--- src/rtl/ir_pkg.sv ---
// Shared IR frame constants, accept windows and receiver/transmitter state enum.
package ir_pkg;

  localparam int FRAME_BITS = 67;
  localparam int GAP_BIT    = 35;
  localparam int DUR_W      = 11;

  localparam logic [DUR_W-1:0] DUR_SAT        = 11'd2047;
  localparam logic [DUR_W-1:0] LEAD_MARK_MIN  = 11'd300;
  localparam logic [DUR_W-1:0] LEAD_MARK_MAX  = 11'd380;
  localparam logic [DUR_W-1:0] LEAD_SPACE_MIN = 11'd150;
  localparam logic [DUR_W-1:0] LEAD_SPACE_MAX = 11'd190;
  localparam logic [DUR_W-1:0] MARK_MIN       = 11'd16;
  localparam logic [DUR_W-1:0] MARK_MAX       = 11'd32;
  localparam logic [DUR_W-1:0] ZERO_MIN       = 11'd14;
  localparam logic [DUR_W-1:0] ZERO_MAX       = 11'd40;
  localparam logic [DUR_W-1:0] ONE_MIN        = 11'd41;
  localparam logic [DUR_W-1:0] ONE_MAX        = 11'd85;
  localparam logic [DUR_W-1:0] GAP_MIN        = 11'd680;
  localparam logic [DUR_W-1:0] GAP_MAX        = 11'd840;

  typedef enum logic [2:0] {
    IDLE, LEAD_MARK, LEAD_SPACE, BIT_MARK, BIT_SPACE, GAP_MARK, GAP, STOP_MARK
  } ir_state_t;

  function automatic logic in_window(input logic [DUR_W-1:0] d,
                                     input logic [DUR_W-1:0] lo,
                                     input logic [DUR_W-1:0] hi);
    return (d >= lo) && (d <= hi);
  endfunction

endpackage

--- src/rtl/ir_rx_filter.sv ---
// Two-flop synchronizer for the IR envelope, with an optional 4-cycle
// stability filter enabled by IR_RX_GLITCH_FILTER_EN.
module ir_rx_filter (
  input  logic clk,
  input  logic rst,
  input  logic ir_in,
  output logic ir_sync
);

  logic [1:0] sync;

  // Two-stage synchronizer into the clk domain
  always_ff @(posedge clk or posedge rst) begin
    if (rst) sync <= 2'b00;
    else     sync <= {sync[0], ir_in};
  end

`ifdef IR_RX_GLITCH_FILTER_EN
  logic       level;
  logic [1:0] stable_cnt;

  // A new level is taken only after four consecutive differing samples
  always_ff @(posedge clk or posedge rst) begin
    if (rst) begin
      level      <= 1'b0;
      stable_cnt <= 2'd0;
    end else if (sync[1] != level) begin
      if (stable_cnt == 2'd3) begin
        level      <= sync[1];
        stable_cnt <= 2'd0;
      end else begin
        stable_cnt <= stable_cnt + 2'd1;
      end
    end else begin
      stable_cnt <= 2'd0;
    end
  end

  assign ir_sync = level;
`else
  assign ir_sync = sync[1];
`endif

endmodule

--- src/rtl/ir_rx_decoder.sv ---
// Pulse-distance IR frame decoder (67 bits, mid-frame gap after bit 35).
// Optional glitch filter in ir_rx_filter via IR_RX_GLITCH_FILTER_EN.
module ir_rx_decoder
  import ir_pkg::*;
#(
  parameter int TICK_DIV = 1322
) (
  input  logic                  clk,
  input  logic                  rst,
  input  logic                  ir_in,
  output logic [FRAME_BITS-1:0] frame,
  output logic                  frame_valid,
  output logic                  frame_err,
  output logic                  busy
);

  localparam int PRE_W = (TICK_DIV > 1) ? $clog2(TICK_DIV) : 1;
  localparam logic [PRE_W-1:0] PRE_LAST = PRE_W'(TICK_DIV - 1);

  logic [PRE_W-1:0]      pre;
  logic                  tick;
  logic                  line, line_d, rise, fall;
  logic [DUR_W-1:0]      dur;
  ir_state_t             state, state_next;
  logic [6:0]            bit_cnt, bit_cnt_next, bit_idx;
  logic [FRAME_BITS-1:0] shadow, shadow_next;
  logic                  valid_next, err_next, load_frame;

  ir_rx_filter u_filter (
    .clk     (clk),
    .rst     (rst),
    .ir_in   (ir_in),
    .ir_sync (line)
  );

  assign tick    = (pre == PRE_LAST);
  assign rise    = line & ~line_d;
  assign fall    = ~line & line_d;
  assign bit_idx = 7'(FRAME_BITS - 1) - bit_cnt;

  // Free-running tick prescaler and edge-detect history
  always_ff @(posedge clk or posedge rst) begin
    if (rst) begin
      pre    <= '0;
      line_d <= 1'b0;
    end else begin
      pre    <= tick ? '0 : pre + PRE_W'(1);
      line_d <= line;
    end
  end

  // Phase duration: restarts on each edge, counting the edge cycle's tick
  always_ff @(posedge clk or posedge rst) begin
    if (rst)                          dur <= '0;
    else if (rise | fall)             dur <= {{(DUR_W-1){1'b0}}, tick};
    else if (tick && dur != DUR_SAT)  dur <= dur + 11'd1;
    else                              dur <= dur;
  end

  // Next-state, bit capture and outcome decode
  always_comb begin
    state_next   = state;
    bit_cnt_next = bit_cnt;
    shadow_next  = shadow;
    valid_next   = 1'b0;
    err_next     = 1'b0;
    load_frame   = 1'b0;
    case (state)
      IDLE: begin
        if (rise) begin
          state_next   = LEAD_MARK;
          bit_cnt_next = 7'd0;
        end else begin
          state_next = IDLE;
        end
      end
      LEAD_MARK: begin
        if (fall) begin
          if (in_window(dur, LEAD_MARK_MIN, LEAD_MARK_MAX)) state_next = LEAD_SPACE;
          else                                              err_next   = 1'b1;
        end else if (dur > LEAD_MARK_MAX) err_next = 1'b1;
        else                              state_next = state;
      end
      LEAD_SPACE: begin
        if (rise) begin
          if (in_window(dur, LEAD_SPACE_MIN, LEAD_SPACE_MAX)) state_next = BIT_MARK;
          else                                                err_next   = 1'b1;
        end else if (dur > LEAD_SPACE_MAX) err_next = 1'b1;
        else                               state_next = state;
      end
      BIT_MARK, GAP_MARK, STOP_MARK: begin
        if (fall) begin
          if (!in_window(dur, MARK_MIN, MARK_MAX)) begin
            err_next = 1'b1;
          end else if (state == BIT_MARK) begin
            state_next = BIT_SPACE;
          end else if (state == GAP_MARK) begin
            state_next = GAP;
          end else begin
            state_next = IDLE;
            valid_next = 1'b1;
            load_frame = 1'b1;
          end
        end else if (dur > MARK_MAX) err_next = 1'b1;
        else                         state_next = state;
      end
      BIT_SPACE: begin
        if (rise) begin
          if (in_window(dur, ZERO_MIN, ONE_MAX)) begin
            // Space length carries the bit; first bit lands in the MSB
            shadow_next[bit_idx] = (dur >= ONE_MIN);
            bit_cnt_next         = bit_cnt + 7'd1;
            if (bit_cnt_next == 7'(GAP_BIT))         state_next = GAP_MARK;
            else if (bit_cnt_next == 7'(FRAME_BITS)) state_next = STOP_MARK;
            else                                     state_next = BIT_MARK;
          end else begin
            err_next = 1'b1;
          end
        end else if (dur > ONE_MAX) err_next = 1'b1;
        else                        state_next = state;
      end
      GAP: begin
        if (rise) begin
          if (in_window(dur, GAP_MIN, GAP_MAX)) state_next = BIT_MARK;
          else                                  err_next   = 1'b1;
        end else if (dur > GAP_MAX) err_next = 1'b1;
        else                        state_next = state;
      end
      default: state_next = IDLE;
    endcase
    state_next = err_next ? IDLE : state_next;
  end

  // FSM state, capture registers and registered outputs
  always_ff @(posedge clk or posedge rst) begin
    if (rst) begin
      state       <= IDLE;
      bit_cnt     <= 7'd0;
      shadow      <= '0;
      frame       <= '0;
      frame_valid <= 1'b0;
      frame_err   <= 1'b0;
      busy        <= 1'b0;
    end else begin
      state       <= state_next;
      bit_cnt     <= bit_cnt_next;
      shadow      <= shadow_next;
      frame       <= load_frame ? shadow : frame;
      frame_valid <= valid_next;
      frame_err   <= err_next;
      busy        <= (state_next != IDLE);
    end
  end

endmodule

--- config.mk ---
export PLATFORM = sky130hd
export DESIGN_NAME = ir_rx_decoder
export DESIGN_NICKNAME = d
export VERILOG_FILES = /design/src/rtl/ir_pkg.sv /design/src/rtl/ir_rx_filter.sv /design/src/rtl/ir_rx_decoder.sv
export SDC_FILE = /design/constraint.sdc
export NUM_CORES = 1
export LEC_CHECK = 0
export BUFFER_PORTS_ARGS = -buffer_cell sky130_fd_sc_hd__buf_2
export CAP_MARGIN = 20
export CELL_PAD_IN_SITES_DETAIL_PLACEMENT = 1
export CELL_PAD_IN_SITES_GLOBAL_PLACEMENT = 2
export CORE_AREA = 8 8 152 154
export DETAILED_ROUTE_END_ITERATION = 12
export DIE_AREA = 0 0 160 162
export GPL_ROUTABILITY_DRIVEN = 0
export PLACE_DENSITY = 0.78
export SYNTH_ARGS = -nofsm -noshare
export SYNTH_HDL_FRONTEND = slang
export SYNTH_SLANG_ARGS = --single-unit
--- constraint.sdc ---
create_clock -name clk -period 6.8 [get_ports clk]
set_clock_uncertainty 0.15 [all_clocks]
set_input_delay 0.68 -clock clk [delete_from_list [all_inputs] [get_ports clk]]
set_output_delay 0.68 -clock clk [all_outputs]
set_load 0.02 [all_outputs]
==> run metrics <==
status finished clean; CTS HTree Levels 4; commonest non-fill, non-tap cells in the layout dfrtp_1 (172), mux2_2 (113), nor2_1 (86); # setup viols final 0; DR pass1 iterations 4; HP Class in -> async; Ys Warns 0; port bufs 72; initial antenna violation count 0; Sw Ratio 25.2%; Remaining Overflow, GRT 0; FF-to-FF setup slack 3.32 ns; Slew Viols, Final 0; crit end category flip-flop; final setup TNS 0 ns; CTS Sinks 172; Routed wire per std cell 19.1 um; CTS max path bufs 2; Avg Cell Area, Syn 11.2 um^2; area grow syn2layout 14.8%; post-CTS setup buffers 0; CTS tree done; Least-Margin Pin Slew 0.865 ns; WP data required 6.96 ns; commonest non-fill, non-tap cell in the layout dfrtp_1; Net count, final 784; combinational fraction of design power 3.4%; Syn Nets 739; multi-input logic area 3560 um^2; number of synthesized flops with an enable pin 0; final wirelength 20300 um; ys flop type dfrtp_1; synthesized area 8130 um^2; final period utilization 51.1%; die width 160 um; Initial DRC Count 268; sequential power share 49.3%; crit-path max FO 11; Async SR Flop Fraction 100%; Final ANT Viol Nets 0; RSZ-0062 raised after global routing false; share of layout cells above drive strength 1 31.5%; core footprint 20700 um^2; Final Total Pwr 2.12 mW; # fillers 2232; MaxCap Viol Count 0; Fin. Hold Viols 0; GRT Overall Usage 16.1%; routed vias 5777; vias per inst 5.45; Post-CTS Hold Fix Bufs 0; normalized max-slew margin 42.4%; largest net degree at the start of global routing 117; Core Rows 53; Syn Inst Count 727; Worst IR Drop VDD 0.153 mV; Startpoint Class flip-flop; DP HPWL 13900 um; die area 25900 um^2; fmax 288 MHz; CTS Buf Count 17; min cycle time layout 3.48 ns; WP data arrival 3.64 ns; Root Driver clkbuf_16; clock power share 47.2%; Initial Utilization 39.3%; n_diodes 0; Internal Power 1.58 mW; kind of critical path reg -> reg; Seq/Total Area, Yosys 53.0%; Register Area 4300 um^2; vias in the first global route 6216; Top Ports 73; CTS clk-pin slew, worst paths 0.07 ns; Clk Latency, worst-skew pair 0.42 ns; Yosys cell types 67; PostCTS Resize Cnt 0; post-layout util 45.1%; global-route wire length before repair 33800 um; DRC viols 0; LEAKAGE 4.48 nW; Synth Register Bits 172; Sw Pwr 0.534 mW; P per Cell Area 227 nW/um^2; Chip Height 162 um
## path summary, 6_finish.rpt
kind | end | from | depth (start not counted)
hold reg to reg | u_filter.sync[1] | u_filter.sync[0] | 0
setup reg to reg | shadow[62] | dur[8] | 6
setup / recovery | shadow[62] | dur[8] | 6
hold / removal | pre[0] | rst | 2
max in group asynchronous | bit_cnt[2] | rst | 3
min in group clk | u_filter.sync[1] | u_filter.sync[0] | 0
## power by group through the flow
stage               Combinational, mW  Sequential, mW  Clock (mW)
floorplan                      0.0522            1.06           0
global placement               0.0690            1.06           0
detailed placement             0.0726            1.06           0
CTS                            0.0729            1.04        1.02
global route                   0.0835            1.05        1.06
finish                         0.0731            1.04        1.00
## metrics by stage
stage,cell area [um^2],setup WS (ns),std cells,hold WS (ns)
3_5_place_dp,8670,3.12,1026,0.196
2_1_floorplan,8130,1.31,727,0.181
5_1_grt,9330,3.16,1060,0.111
6_report,9330,3.32,1060,0.0857
3_3_place_gp,8670,3.36,1026,0.192
4_1_cts,9290,3.11,1058,0.192
## critical path: stages (launching register included)
cell	delay [ns]
dfrtp_1	0.51
or3_4	0.47
a311o_1	0.40
nor3b_2	0.44
nand4_1	0.66
nor2_1	0.37
mux2_2	0.37
## state kept, by name (all words and copies together) (netlist names), 2 cells and up
| name | count |
|---|---|
| dur | 11 |
| shadow | 67 |
| state | 3 |
| pre | 11 |
| frame | 67 |
| u_filter.sync | 2 |
| bit_cnt | 7 |
## cell usage after synthesis, types with 3 or more instances
cell type	n	area (um^2)
nor2b_1	6	37.5
xnor2_1	12	105
a31oi_1	3	18.8
o21ai_0	18	90.1
and3_1	8	50.1
nor2_1	86	323
ha_1	9	113
nor3_1	17	85.1
nand4_1	10	62.6
clkbuf_1	41	154
dfrtp_1	172	4300
o31ai_1	5	37.5
nor4b_1	3	26.3
a21oi_1	33	165
inv_1	14	52.6
a211oi_1	3	22.5
nand2_1	27	101
nor4_1	5	31.3
nand2b_1	7	43.8
mux2_2	113	1270
nand3_1	14	70.1
or3_1	6	37.5
or2_2	8	50.1
a211o_1	3	26.3
o22ai_1	5	31.3
buf_1	8	30.0
o21a_1	4	30.0
a41oi_1	19	166
xor2_1	10	87.6
and2_1	8	50.1
## area by class of cell
type | instances | area share, %
timing repair buffer | 80 | 4.76
multi-input combinational | 487 | 38.1
clock inverter | 15 | 2.09
inverter | 14 | 0.617
clock buffer | 17 | 4.56
tap | 275 | 3.69
sequential | 172 | 46.1
## cell families (layout without fill, tap and decap cells)
| logic type | Yosys count | count (layout) | share of synthesized area [%] |
|---|---|---|---|
| muxes | 116 | 116 | 16.1 |
| xor gates and xnor gates | 22 | 22 | 2.37 |
| adders and majority gates | 10 | 10 | 1.51 |
| and+or+nand+nor | 227 | 227 | 14.4 |
| AOI/OAI and AO/OA | 112 | 112 | 9.26 |
| buffers and inverters | 68 | 126 | 3.40 |
| DFF | 172 | 172 | 53.0 |
## routing by layer
layer / vias to the layer above / track usage (%) / wire length, um
li1: 2679 / - / -
met1: 2982 / 21.1 / 9090
met2: 99 / 26.6 / 10200
met3: 17 / 2.71 / 758
met4: 0 / 5.52 / 261
met5: - / 0 / 0
(Power assumes the default switching activity.)
